`src/rtl/harness_proto_pkg.sv`:
```
// Shared definitions for the simulation-harness command protocol.
//  - Command byte values sent on the byte channel
//  - Request op codes (3-bit) offered by the test sequencer
//  - Driver FSM state encoding
//  - op_to_cmd: maps a request op to its leading command byte
package harness_proto_pkg;

  localparam int unsigned OP_W   = 3;
  localparam int unsigned BYTE_W = 8;

  localparam logic [BYTE_W-1:0] CMD_SAMPLE  = 8'd104;
  localparam logic [BYTE_W-1:0] CMD_FINISH  = 8'd105;
  localparam logic [BYTE_W-1:0] CMD_RST_ON  = 8'd106;
  localparam logic [BYTE_W-1:0] CMD_RST_OFF = 8'd107;
  localparam logic [BYTE_W-1:0] CMD_STEP    = 8'd108;
  localparam logic [BYTE_W-1:0] CMD_LOAD    = 8'd109;

  typedef enum logic [OP_W-1:0] {
    OP_RST_ON  = 3'd0,
    OP_RST_OFF = 3'd1,
    OP_STEP    = 3'd2,
    OP_LOAD    = 3'd3,
    OP_SAMPLE  = 3'd4,
    OP_FINISH  = 3'd5
  } op_e;

  typedef enum logic [2:0] {
    ST_IDLE      = 3'd0,
    ST_SEND_CMD  = 3'd1,
    ST_SEND_DATA = 3'd2,
    ST_STEP      = 3'd3,
    ST_WAIT_RSP  = 3'd4,
    ST_DONE      = 3'd5
  } state_e;

  // Leading command byte for an op; unknown codes map to 0 and are
  // otherwise treated like a plain single-byte command.
  function automatic logic [BYTE_W-1:0] op_to_cmd(input op_e op);
    logic [BYTE_W-1:0] cmd;
    cmd = 8'd0;
    case (op)
      OP_RST_ON:  cmd = CMD_RST_ON;
      OP_RST_OFF: cmd = CMD_RST_OFF;
      OP_STEP:    cmd = CMD_STEP;
      OP_LOAD:    cmd = CMD_LOAD;
      OP_SAMPLE:  cmd = CMD_SAMPLE;
      OP_FINISH:  cmd = CMD_FINISH;
      default:    cmd = 8'd0;
    endcase
    return cmd;
  endfunction

endpackage

```
`src/rtl/harness_rsp_assembler.sv`:
```
// Reassembles sampled-output reply bytes into an OUTPUT_SIZE vector.
// Bytes arrive word 0 first, little-endian within each word, so overall
// byte k lands on bits [8k+7:8k]; bits at or above OUTPUT_SIZE are dropped.
// Ports:
//  clk, rst      clock, asynchronous active-low reset
//  byte_valid_i  a reply byte is being accepted this cycle
//  byte_i        reply byte
//  clear_i       abandon a partial reply (counter back to byte 0)
//  done_c        combinational: this byte completes the reply
//  vec_c         combinational: assembled vector including this byte
module harness_rsp_assembler
  import harness_proto_pkg::*;
#(
  parameter int unsigned OUTPUT_SIZE = 32
) (
  input  logic                   clk,
  input  logic                   rst,
  input  logic                   byte_valid_i,
  input  logic [BYTE_W-1:0]      byte_i,
  input  logic                   clear_i,
  output logic                   done_c,
  output logic [OUTPUT_SIZE-1:0] vec_c
);

  localparam int unsigned OUTPUT_WORDS = (OUTPUT_SIZE + 31) / 32;
  localparam int unsigned NBYTES       = OUTPUT_WORDS * 4;
  localparam int unsigned CNT_W        = $clog2(NBYTES);
  localparam int unsigned IDX_W        = (OUTPUT_SIZE > 1) ? $clog2(OUTPUT_SIZE) : 1;

  logic [CNT_W-1:0]       cnt_q, cnt_d;
  logic [OUTPUT_SIZE-1:0] buf_q, buf_d;

  // Byte placement and reply-length counting.
  always_comb begin
    cnt_d  = cnt_q;
    buf_d  = buf_q;
    done_c = 1'b0;
    if (clear_i) begin
      cnt_d = '0;
    end else if (byte_valid_i) begin
      for (int unsigned b = 0; b < BYTE_W; b++) begin
        if (32'(cnt_q) * 32'd8 + b < OUTPUT_SIZE) begin
          buf_d[IDX_W'(32'(cnt_q) * 32'd8 + b)] = byte_i[3'(b)];
        end
      end
      if (cnt_q == CNT_W'(NBYTES - 1)) begin
        cnt_d  = '0;
        done_c = 1'b1;
      end else begin
        cnt_d = cnt_q + CNT_W'(1);
      end
    end
  end

  assign vec_c = buf_d;

  always_ff @(posedge clk or negedge rst) begin
    if (!rst) begin
      cnt_q <= '0;
      buf_q <= '0;
    end else begin
      cnt_q <= cnt_d;
      buf_q <= buf_d;
    end
  end

endmodule

```
`src/rtl/harness_cmd_driver.sv`:
```
// Host-side driver for the byte-oriented simulation-harness command protocol.
// Turns sequencer requests into command byte streams and reassembles
// sampled-output replies.
// Ports:
//  clk, rst                         clock, asynchronous active-low reset
//  req_valid/req_ready              request handshake
//  req_op, req_data, req_count      op code, LOAD payload, STEP period count
//  tx_valid/tx_ready/tx_data        outgoing command byte stream
//  rx_valid/rx_ready/rx_data        incoming reply byte stream
//  rsp_valid, rsp_data              one-cycle pulse with a complete sample
//  err                              sticky protocol error (reset clears)
// Build option: define HARNESS_DRV_TIMEOUT_EN to add a reply watchdog of
// TIMEOUT_CYCLES idle cycles in WAIT_RSP.
module harness_cmd_driver
  import harness_proto_pkg::*;
#(
  parameter int unsigned INPUT_SIZE     = 32,
  parameter int unsigned OUTPUT_SIZE    = 32,
  parameter int unsigned TIMEOUT_CYCLES = 1024
) (
  input  logic                   clk,
  input  logic                   rst,
  input  logic                   req_valid,
  output logic                   req_ready,
  input  logic [OP_W-1:0]        req_op,
  input  logic [INPUT_SIZE-1:0]  req_data,
  input  logic [15:0]            req_count,
  output logic                   tx_valid,
  input  logic                   tx_ready,
  output logic [BYTE_W-1:0]      tx_data,
  input  logic                   rx_valid,
  output logic                   rx_ready,
  input  logic [BYTE_W-1:0]      rx_data,
  output logic                   rsp_valid,
  output logic [OUTPUT_SIZE-1:0] rsp_data,
  output logic                   err
);

  localparam int unsigned INPUT_BYTES = (INPUT_SIZE + 7) / 8;
  localparam int unsigned DATA_W      = INPUT_BYTES * 8;

  state_e                 state_q, state_d;
  op_e                    op_q, op_d;
  logic [DATA_W-1:0]      data_q, data_d;
  logic [15:0]            count_q, count_d;
  logic                   req_ready_q, req_ready_d;
  logic                   tx_valid_q, tx_valid_d;
  logic [BYTE_W-1:0]      tx_data_q, tx_data_d;
  logic                   rx_ready_q, rx_ready_d;
  logic                   rsp_valid_q, rsp_valid_d;
  logic [OUTPUT_SIZE-1:0] rsp_data_q, rsp_data_d;
  logic                   err_q, err_d;

  logic                   tx_hs_c, rx_hs_c;
  logic                   asm_valid_c, asm_clear_c, asm_done_c;
  logic [OUTPUT_SIZE-1:0] asm_vec_c;
  op_e                    req_op_c;

`ifdef HARNESS_DRV_TIMEOUT_EN
  localparam int unsigned TMO_W = $clog2(TIMEOUT_CYCLES + 1);
  logic [TMO_W-1:0] tmo_q, tmo_d;
`endif

  assign tx_hs_c  = tx_valid_q & tx_ready;
  assign rx_hs_c  = rx_valid & rx_ready_q;
  assign req_op_c = op_e'(req_op);

  harness_rsp_assembler #(
    .OUTPUT_SIZE (OUTPUT_SIZE)
  ) u_asm (
    .clk          (clk),
    .rst          (rst),
    .byte_valid_i (asm_valid_c),
    .byte_i       (rx_data),
    .clear_i      (asm_clear_c),
    .done_c       (asm_done_c),
    .vec_c        (asm_vec_c)
  );

  // Next-state and next-output logic; every output is registered below.
  always_comb begin
    state_d     = state_q;
    op_d        = op_q;
    data_d      = data_q;
    count_d     = count_q;
    req_ready_d = 1'b0;
    tx_valid_d  = tx_valid_q;
    tx_data_d   = tx_data_q;
    rx_ready_d  = 1'b1;
    rsp_valid_d = 1'b0;
    rsp_data_d  = rsp_data_q;
    err_d       = err_q;
    asm_valid_c = 1'b0;
    asm_clear_c = 1'b0;
`ifdef HARNESS_DRV_TIMEOUT_EN
    tmo_d       = '0;
`endif

    // Reply bytes are always drained; outside WAIT_RSP they are protocol errors.
    if (rx_hs_c && (state_q != ST_WAIT_RSP)) begin
      err_d = 1'b1;
    end

    case (state_q)
      ST_IDLE: begin
        req_ready_d = 1'b1;
        if (req_valid && req_ready_q) begin
          req_ready_d = 1'b0;
          op_d        = req_op_c;
          data_d      = DATA_W'(req_data);
          count_d     = req_count;
          if (req_op_c == OP_STEP) begin
            // A zero count leaves tx idle; STEP then falls straight back to IDLE.
            state_d    = ST_STEP;
            tx_valid_d = (req_count != 16'd0);
            tx_data_d  = CMD_STEP;
          end else begin
            state_d    = ST_SEND_CMD;
            tx_valid_d = 1'b1;
            tx_data_d  = op_to_cmd(req_op_c);
          end
        end
      end

      ST_STEP: begin
        if (count_q == 16'd0) begin
          state_d     = ST_IDLE;
          req_ready_d = 1'b1;
          tx_valid_d  = 1'b0;
        end else if (tx_hs_c) begin
          count_d = count_q - 16'd1;
          if (count_q == 16'd1) begin
            state_d     = ST_IDLE;
            req_ready_d = 1'b1;
            tx_valid_d  = 1'b0;
          end
        end
      end

      ST_SEND_CMD: begin
        if (tx_hs_c) begin
          case (op_q)
            OP_LOAD: begin
              state_d   = ST_SEND_DATA;
              tx_data_d = data_q[DATA_W-1 -: BYTE_W];
              data_d    = data_q << BYTE_W;
              count_d   = 16'(INPUT_BYTES);
            end
            OP_SAMPLE: begin
              state_d    = ST_WAIT_RSP;
              tx_valid_d = 1'b0;
            end
            OP_FINISH: begin
              state_d    = ST_DONE;
              tx_valid_d = 1'b0;
            end
            default: begin
              state_d     = ST_IDLE;
              req_ready_d = 1'b1;
              tx_valid_d  = 1'b0;
            end
          endcase
        end
      end

      // count_q holds payload bytes still owed, including the one on tx_data.
      ST_SEND_DATA: begin
        if (tx_hs_c) begin
          if (count_q == 16'd1) begin
            state_d     = ST_IDLE;
            req_ready_d = 1'b1;
            tx_valid_d  = 1'b0;
          end else begin
            tx_data_d = data_q[DATA_W-1 -: BYTE_W];
            data_d    = data_q << BYTE_W;
            count_d   = count_q - 16'd1;
          end
        end
      end

      ST_WAIT_RSP: begin
        asm_valid_c = rx_hs_c;
        if (asm_done_c) begin
          state_d     = ST_IDLE;
          req_ready_d = 1'b1;
          rsp_valid_d = 1'b1;
          rsp_data_d  = asm_vec_c;
        end
`ifdef HARNESS_DRV_TIMEOUT_EN
        else if (!rx_hs_c) begin
          if (tmo_q == TMO_W'(TIMEOUT_CYCLES - 1)) begin
            state_d     = ST_IDLE;
            req_ready_d = 1'b1;
            err_d       = 1'b1;
            asm_clear_c = 1'b1;
          end else begin
            tmo_d = tmo_q + TMO_W'(1);
          end
        end
`endif
      end

      ST_DONE: begin
        req_ready_d = 1'b0;
      end

      default: begin
        state_d = ST_IDLE;
      end
    endcase
  end

  always_ff @(posedge clk or negedge rst) begin
    if (!rst) begin
      state_q     <= ST_IDLE;
      op_q        <= OP_RST_ON;
      data_q      <= '0;
      count_q     <= '0;
      req_ready_q <= 1'b0;
      tx_valid_q  <= 1'b0;
      tx_data_q   <= '0;
      rx_ready_q  <= 1'b0;
      rsp_valid_q <= 1'b0;
      rsp_data_q  <= '0;
      err_q       <= 1'b0;
    end else begin
      state_q     <= state_d;
      op_q        <= op_d;
      data_q      <= data_d;
      count_q     <= count_d;
      req_ready_q <= req_ready_d;
      tx_valid_q  <= tx_valid_d;
      tx_data_q   <= tx_data_d;
      rx_ready_q  <= rx_ready_d;
      rsp_valid_q <= rsp_valid_d;
      rsp_data_q  <= rsp_data_d;
      err_q       <= err_d;
    end
  end

`ifdef HARNESS_DRV_TIMEOUT_EN
  always_ff @(posedge clk or negedge rst) begin
    if (!rst) begin
      tmo_q <= '0;
    end else begin
      tmo_q <= tmo_d;
    end
  end
`endif

  assign req_ready = req_ready_q;
  assign tx_valid  = tx_valid_q;
  assign tx_data   = tx_data_q;
  assign rx_ready  = rx_ready_q;
  assign rsp_valid = rsp_valid_q;
  assign rsp_data  = rsp_data_q;
  assign err       = err_q;

endmodule

```
`config.mk`:
```
export PLATFORM = sky130hd
export DESIGN_NAME = harness_cmd_driver
export DESIGN_NICKNAME = d
export VERILOG_FILES = /design/src/rtl/harness_proto_pkg.sv /design/src/rtl/harness_rsp_assembler.sv /design/src/rtl/harness_cmd_driver.sv
export SDC_FILE = /design/constraint.sdc
export NUM_CORES = 1
export LEC_CHECK = 0
export CAP_MARGIN = 20
export CORE_ASPECT_RATIO = 0.8
export CORE_MARGIN = 3
export CORE_UTILIZATION = 30
export CTS_BUF_LIST = sky130_fd_sc_hd__clkbuf_4 sky130_fd_sc_hd__clkbuf_8
export DETAILED_ROUTE_END_ITERATION = 8
export GPL_TIMING_DRIVEN = 0
export PLACE_DENSITY = 0.58
export SYNTH_ARGS = -nofsm -noshare
export SYNTH_HDL_FRONTEND = slang
export SYNTH_SLANG_ARGS = --single-unit
```
`constraint.sdc`:
```
create_clock -name clk -period 2.6 [get_ports clk]
set_input_delay 0.39 -clock clk [delete_from_list [all_inputs] [get_ports clk]]
set_output_delay 0.39 -clock clk [all_outputs]
set_load 0.02 [all_outputs]
```
# Word level (Yosys, flattened, before mapping)

Cells that the tools add are included.

Muxes and demuxes: 92
Equal/unequal tests: 25
Reductions and logical operators: 23
Bitwise logic cells: 3
Add/sub/neg operators: 9
Magnitude comparators: 24

Operators by type and width:

| kind                  | number |
|---|---|
| $mux 32               | 21 |
| $bwmux 32             | 8 |
| $lt 32x6->1 const B   | 7 |
| $mux 16               | 7 |
| $pmux 32 s3           | 1 |
| $pmux 16 s4           | 1 |
| $lt 5x6->1 const B    | 9 |
| $ge 5x1->1 const B    | 8 |
| $mux 8                | 5 |
| $demux 1 s5           | 7 |
| $pmux 7 s5            | 1 |
| $mux 1                | 26 |
| $add 5x3->6 const B   | 4 |
| $pmux 8 s3            | 1 |
| $eq 3x3->1 const B    | 6 |
| $mux 3                | 6 |
| $ne 2x2->1 const B    | 9 |
| $pmux 3 s6            | 1 |
| $eq 16x1->1 const B   | 1 |
| $logic_not 16->1      | 1 |
| $reduce_bool 16->1    | 1 |
| $sub 16x1->16 const B | 1 |
| $eq 3x2->1 const B    | 5 |
| $add 5x2->6 const B   | 2 |
| 22 further kinds      | 37 |

Register bits: 133
Output and inout bits: 45
Word-level logic and storage cells: 189
Input bits: 64

# Depth between registers and ports, before layout

Gate-level depths: netlist (run 1).

Depth after elaboration: 28
Gate-level depth with buffers: 8
Depth with buffers taken out: 7

# Cells and area by module

From an unflattened synthesis (run 1), not the netlist that was laid out.

Cells, all modules: 501
Area total of the unflattened synthesis: 6562.5 µm²

Modules (own cells, without submodules):

| module                | sequential area each (µm²) | area an instance (µm²) | times used | cells each |
|---|---|---|---|---|
| harness_cmd_driver    | 2477.4                     | 5084.9                 | 1          | 410 |
| harness_rsp_assembler | 850.8                      | 1477.7                 | 1          | 91 |

# Worst setup path before layout (run 1)

No wires, ideal clock.

Path type: register to register
From: reg count_q[5]
To: reg data_q[0]
Data arrival time: 1.798 ns
Period minus slack after synthesis: 1.924 ns
Path buffers: 1
Setup slack: 0.676 ns
Library setup time: 0.125 ns
Stages on the path, launching flop included: 6
Required time: 2.475 ns
Cells stage by stage: dfrtp_1 > nor4_4 > nand4_4 > o221ai_4 > buf_6 > mux2_4

Longest elaborated chain between the ends: 3

RTL lines:

| element                    | line                      | text |
|---|---|---|
| start: declaration         | harness_cmd_driver.sv:45  | `logic [15:0] count_q, count_d;` |
| start signal: assignment   | harness_cmd_driver.sv:230 | `count_q <= count_d;` |
| $eq 16x1->1                | harness_cmd_driver.sv:169 | `if (count_q == 16'd1) begin` |
| $ne 2x2->1 (no line)       | -                         |  |
| $reduce_and 6->1 (no line) | -                         |  |
| end signal: assignment     | harness_cmd_driver.sv:229 | `data_q <= data_d;` |
| end: declaration           | harness_cmd_driver.sv:44  | `logic [DATA_W-1:0] data_q, data_d;` |

Every way passes these cells.
A chain may end at the register's enable or synchronous reset.

# Worst setup path in the final report (run 1)

From: reg state_q[0]
To: reg data_q[18]

Longest elaborated chain between the ends: 3
Elaborated cells between the ends (all ways): 11
Classes of those cells: eq/ne (7); mux (1); reduce/logical (3)

RTL lines:

| element                                                          | line                      | text |
|---|---|---|
| start: declaration                                               | harness_cmd_driver.sv:42  | `state_e state_q, state_d;` |
| start signal: assignment                                         | harness_cmd_driver.sv:227 | `state_q <= state_d;` |
| $eq 3x1->1, or another cell as far along                         | harness_cmd_driver.sv:104 | `case (state_q)` |
| $ne 2x2->1 (no line) / $reduce_bool 3->1 (equally long branches) | -                         |  |
| $reduce_and 6->1 (no line)                                       | -                         |  |

Parallel ways exist; a longest one is shown, timed or not.

==> results of run 1 <==
## sequential cells by signal, summed over array words and instances, names as in the netlist
register     count
rx_ready         1
count_q         16
data_q          32
err              1
rsp_data        32
req_ready        1
rsp_valid        1
op_q             3
u_asm.buf_q     24
state_q          3
tx_valid         1
u_asm.cnt_q      2
tx_data          8
## Yosys cell counts, types with 2 or more instances
| cell | instances | area [sq um] |
|---|---|---|
| nand2_1 | 43 | 161.4 |
| buf_2 | 9 | 45.04 |
| mux2_2 | 75 | 844.6 |
| nor4_4 | 2 | 42.54 |
| dfrtp_1 | 125 | 3128 |
| and4_1 | 2 | 17.52 |
| inv_1 | 13 | 48.80 |
| nand2_2 | 4 | 25.02 |
| nor2_1 | 19 | 71.32 |
| buf_6 | 4 | 45.04 |
| nor3_1 | 6 | 30.03 |
| o21ai_0 | 31 | 155.2 |
| a31oi_1 | 3 | 18.77 |
| or4_1 | 5 | 37.54 |
| nor4_1 | 4 | 25.02 |
| a21oi_1 | 14 | 70.07 |
| mux2i_1 | 4 | 40.04 |
| mux2_4 | 37 | 555.5 |
| and3_1 | 2 | 12.51 |
| o21ai_1 | 2 | 10.01 |
| nand3_1 | 4 | 20.02 |
| nor2b_1 | 10 | 62.56 |
| clkbuf_1 | 10 | 37.54 |
| o31ai_1 | 3 | 22.52 |
| a32oi_1 | 4 | 35.03 |
| nor3b_1 | 3 | 22.52 |
| ha_1 | 7 | 87.58 |
| a22oi_1 | 13 | 97.59 |
| nand2b_1 | 2 | 12.51 |
## per-stage QoR
stage | hold WS [ns] | setup TNS, ns
after floorplan | 0.09441 | 0
after global placement | 0.4530 | -472.00
after detailed placement | 0.4023 | 0
after CTS | 0.4767 | 0
after global routing | 0.4960 | 0
final | 0.4716 | 0
## worst register-to-register path, cell delays in order, from the launching register on
cell and delay (ns):
dfrtp_1 0.45, xnor2_1 0.21, nor2_2 0.25, clkbuf_1 0.54, mux2_2 0.42, mux2_4 0.27
## logic make-up after synthesis
| logic type | share of synthesized area (%) |
|---|---|
| flops | 52.22 |
| xor+xnor | 0.1463 |
| simple gates | 10.38 |
| fa+ha+maj | 1.462 |
| compound gates | 8.670 |
| mux | 24.04 |
| other cells | 0.06261 |
| buf+inv | 3.008 |
## metal layers
metal | wire length (microns) | share of wire [%]
met3 | 670 | 4.5
met2 | 7113 | 48
met1 | 6765 | 46
met4 | 291 | 2.0
met5 | 0 | 0
## final timing paths
| kind | from | end | slack (ns) |
|---|---|---|---|
| worst max-delay path | state_q[0] | data_q[18] | 0.36 |
| worst min-delay path | err | err | 0.47 |
| worst max register to register | state_q[0] | data_q[18] | 0.36 |
| worst min register to register | err | err | 0.47 |
| max in group asynchronous | rst | rsp_data[31] | 1.38 |
| min in group asynchronous | rst | data_q[2] | 0.49 |
## cell type report
class / count / area, sq um
fillers: 1836 / 11440
flip-flops and latches: 125 / 3128
multi-input cells: 321 / 2686
repair buffers: 110 / 1120
well taps: 258 / 322.8
clock buffers: 19 / 261.5
plain buffers: 23 / 127.6
clock inverters: 11 / 112.6
inverters: 14 / 52.55
## power by group
group	total, W	internal [W]	switching (W)
Clock	0.00161	0.000808	0.000800
Combinational	0.00341	0.00179	0.00162
Sequential	0.00309	0.00264	0.000451
Total	0.00811	0.00524	0.00287
## repair_timing
item	4_1_cts	5_1_grt
hold buffers	1	0
setup endpoints to repair	0	1
hold endpoints to repair	61	0
resized for setup	0	1
==> run metrics, run 1 <==
dpl cells=850; WL/cell=between 15 and 20 microns; n_diodes=0; DRC Markers=0; Mapped Cells=483; H-tree depth=4; initial antenna violation count=0; post-synth net total=approximately 550; EDFF count, synth=0; via count=4237; Worst Tran Pin Value=1.063 ns; vias in the first global route=approximately 4600; RSZ-0062 raised after global routing=no; largest net degree at the start of global routing=65; DRT iter0 DRCs=between 300 and 400; Period minus WS final=roughly 2.2 ns; Critical Path End Type=flop; number of buffers created by CTS=17; WP data arrival=2.56 ns; setup violators final=0; met1 Resource Use GR=18.59%; Tot Pwr=roughly 0.008 W; met2 usage=between 20% and 30%; Critical Path Source Type=flop; Clk Latency, worst-skew pair=0.43 ns; post-placement setup slack=between 0.1 and 0.15 ns; Buf/Inv on CP=1; CTS tree=done; fmax=0.4459 GHz; Layout Nets=just under 700; clk buf depth=2; GP Congestion=0.8922; WP data required=around 3 ns; Synth-to-Final Area Change=30.42%; Worst-path clk slew=~0.08 ns; FF-to-FF path depth=5; Buffers on Ports=about 110; Die Width=164.0 microns; period utilisation layout=86.26%; max-cap violations=0; Most Crowded Layer GR=met2; first-pass GRT wire length=24270 microns; hpwl dp=10830 microns; status=completed; Hold Path Class=reg -> reg; worst stage delay on the critical path=~0.54 ns; CTS root buffer=clkbuf_8; Stages on worst setup path=5; utilization after layout=40.57%; Cell Area, Synth=about 0.0060 sq mm; Sink Count=roughly 130; Post-DP Area=~0.0074 sq mm; hold depth=1; io pins=between 100 and 150; setup slack after layout=around 0.36 ns; final WL=approximately 15000 microns; met3 Use GR=under 10%; Distinct cells, synth=52; all-layer global routing usage=approximately 14%; Crit Path Class=reg -> reg; ys async rst share=100.0%; Detail Route Antenna Nets=0; CORE AREA=approximately 0.019 sq mm; most frequent cells in the layout=125 x dfrtp_1, 107 x clkdlybuf4s50_1, 75 x mux2_2, 43 x nand2_1, 37 x mux2_4; Post-CTS Repair Setup Buffers=0; sequential share of the synthesized area=52.22%; critical path, cell by cell=xnor2_1 > nor2_2 > clkbuf_1 > mux2_2 > mux2_4; FP Rows=45; Mean Syn Cell Area=about 12 sq um; vias per inst=4.809; P_leak=around 3.5 nW; Initial DRT Pass Iterations=5; Die Height=~130 microns; #FFs+latches synth=approximately 130; Starting Density=between 30% and 40%; clk_skew=~0.0075 ns; Slew Limit Fails=0; Synth Warn #=0; relative slew slack=28.49%; ys flop type=dfrtp_1; commonest non-fill, non-tap cell in the layout=dfrtp_1; Final Hold Viols=0; VDD IR max=~0.43 mV; slowest CP cell=clkbuf_1; maximum fanout along the worst path=10; die area=0.02171 sq mm; global route total overflow=0; layout cells sized above 1=27.61%; Final Cell Area=0.007811 sq mm; Layout Cells excl Fill=slightly below 900; family with the most delay on the worst path=multiplexers; pwr/cell area=between 1000 and 1500 mW/mm^2
Power figures use the tool's default switching activity.
==> run 2: changes to the inputs <==
--- a/config.mk
+++ b/config.mk
@@ -5,6 +5,8 @@
 export SDC_FILE = /design/constraint.sdc
 export NUM_CORES = 1
 export LEC_CHECK = 0
+export ABC_AREA = 1
+export ABC_CLOCK_PERIOD_IN_PS = 2600
 export CAP_MARGIN = 20
 export CORE_ASPECT_RATIO = 0.8
 export CORE_MARGIN = 3
==> run 2 against run 1 <==
Synthesized area up 0.69%; wire length increased by 6.6%; first-iteration DRC count is 7.4% lower; design area up 1.0%; sequential power is 4% lower; die area increased by 0.66%; power rose by 9.2%; final cell count is 29% higher; hold slack worse by 0.029 ns; clock skew up 0.0073 ns; flip-flop and latch count is the same; combinational power rose by 21%.
==> run metrics, run 2 <==
pwr/cell area=around 1100 mW/mm^2; sequential share of the synthesized area=about half; Commonest cells post-synth=310 x nand2_1, 125 x dfrtp_1, 43 x o21ai_1; Final Hold Viols=0; family with the most delay on the worst path=simple AND/OR/NAND/NOR gates; Clk Latency, worst-skew pair=about 0.44 ns; Yosys top cell area share=between 50% and 60%; fillers=1993; P_leak=3.900 nW; VDD IR max=0.4284 mV; WP data required=between 2 and 3 ns; Sink Count=between 100 and 150; setup violators final=0; ys flop type=dfrtp_1; layout cells sized above 1=between 10% and 20%; max-cap violations=0; first-pass GRT wire length=around 26000 microns; WL/cell=between 10 and 15 microns; Buf/Inv on CP=1; Detail Route Antenna Nets=0; vias in the first global route=4890; CORE AREA=just under 0.02 sq mm; Hold Path Class=in -> async; Synth-to-Final Area Change=30.85%; Layout Cells excl Fill=around 1100; CTS tree=done; Starting Density=31.14%; fmax=between 0.5 and 0.6 GHz; Mean Syn Cell Area=around 8 sq um; all-layer global routing usage=between 10% and 20%; Tot Pwr=between 0.008 and 0.009 W; initial antenna violation count=1; largest net degree at the start of global routing=between 70 and 80; worst stage delay on the critical path=0.43 ns; Cell Area, Synth=0.006031 sq mm; Worst Tran Pin Value=0.6610 ns; CTS root buffer=clkbuf_8; Worst-path clk slew=roughly 0.09 ns; Layout Nets=between 900 and 1000; GP Congestion=between 0.8 and 0.9; Post-DP Area=0.007463 sq mm; utilization after layout=between 40% and 50%; DRC Markers=0; DRT iter0 DRCs=315; Die Width=between 150 and 200 microns; dpl cells=1102; Buffers on Ports=108; #FFs+latches synth=between 100 and 150; maximum fanout along the worst path=10; EDFF count, synth=0; Critical Path Source Type=flop; post-synth net total=slightly above 800; clk_skew=between 0.01 and 0.015 ns; global route total overflow=0; cell taking the most area after synthesis=dfrtp_1; most frequent cells in the layout=310 x nand2_1, 125 x dfrtp_1, 107 x clkdlybuf4s50_1, 43 x o21ai_1, 41 x nor2_1; Period minus WS final=1.959 ns; Initial DRT Pass Iterations=4; slowest CP cell=dfrtp_1; vias per inst=between 4 and 5; relative slew slack=between 50% and 60%; Synth area leaders=dfrtp_1 52%, nand2_1 19%, mux2i_1 4.0%; ys async rst share=100.0%; final WL=between 15000 and 20000 microns; via count=approximately 5000; setup TNS=0 ns; clk buf depth=2; commonest non-fill, non-tap cell in the layout=nand2_1; Crit Path Class=reg -> reg; RSZ-0062 raised after global routing=no; hpwl dp=about 12000 microns; H-tree depth=4; critical path, cell by cell=nor2_1 > nand2_2 > nor2_1 > nand2_1 > nand2_2 > nand2_1 > nand3_2 > clkbuf_1 > o21ai_1; FP Rows=45; Slew Limit Fails=0; WP data arrival=2.26 ns; Distinct cells, synth=33; Critical Path End Type=flop; Synth Warn #=0; io pins=roughly 110; Die Height=roughly 130 microns; Final Cell Area=0.007891 sq mm; die area=0.02185 sq mm; top-count cell post-synth=nand2_1; Mapped Cells=around 740; status=completed; period utilisation layout=75.35%; number of buffers created by CTS=17
==> run 2: logic make-up after synthesis <==
group	synth area share, %
flops	51.87
fa+ha+maj	1.452
compound gates	9.502
xor+xnor	0.2905
other cells	0.06218
simple gates	27.07
buf+inv	5.768
mux	3.983
==> run 2: routing by layer <==
| metal | routed length [microns] | vias to the layer above | share of wire (%) | global-route usage [%] |
|---|---|---|---|---|
| li1 | - | 2596 | - | - |
| met1 | 8086 | 2328 | 51 | 23.03 |
| met2 | 6841 | 113 | 43 | 21.60 |
| met3 | 725 | 15 | 4.6 | 3.756 |
| met4 | 154 | 2 | 0.97 | 4.192 |
| met5 | 13 | - | 0.082 | 0 |
==> run 2: worst paths after layout <==
kind | start | cells after the start | endpoint | slack (ns)
hold / removal | rst | 2 | rsp_data[14] | 0.44
setup / recovery | count_q[5] | 9 | data_q[17] | 0.64
max in group asynchronous | rst | 3 | data_q[1] | 1.39
hold reg to reg | u_asm.buf_q[7] | 2 | u_asm.buf_q[7] | 0.47
setup reg to reg | count_q[5] | 9 | data_q[17] | 0.64
min in group clk | u_asm.buf_q[7] | 2 | u_asm.buf_q[7] | 0.47
==> run 2: per-stage QoR <==
step                      setup WS (ns)  hold WS, ns
after floorplan                   1.057      0.09441
after global placement           -4.124       0.4549
after detailed placement         0.4947       0.3696
after CTS                        0.6534       0.4407
after global routing             0.4325       0.4661
final                            0.6408       0.4422
==> run 2: timing repair <==
action	CTS	global route
buffers inserted	0	0
hold endpoints to repair	47	0
gates resized for setup	0	0
hold buffers	1	0
==> run 2: final cells by class <==
type,count,area (sq um),share of cell area [%]
Inverter,47,176.4,2.236
Clock buffer,18,247.7,3.139
Multi-Input combinational cell,536,2555,32.38
Antenna cell,1,2.502,0.03171
Timing Repair Buffer,110,1120,14.19
Sequential cell,125,3128,39.64
Clock inverter,14,167.7,2.125
Buffer,27,171.4,2.172
Tap cell,258,322.8,4.091
==> run 2: power by group <==
part,switching (W),total (W),internal [W],leakage (nW)
Sequential,0.000385,0.00296,0.00257,1.65
Combinational,0.00252,0.00411,0.00159,2.05
Clock,0.000825,0.00180,0.000974,0.205
Total,0.00373,0.00886,0.00513,3.90
==> run 2: worst reg2reg max path, cell delays in order (launching register included) <==
cell      delay (ns)
dfrtp_1         0.43
nor2_1          0.23
nand2_2         0.11
nor2_1          0.14
nand2_1         0.09
nand2_2         0.08
nand2_1         0.08
nand3_2         0.10
clkbuf_1        0.42
o21ai_1         0.14
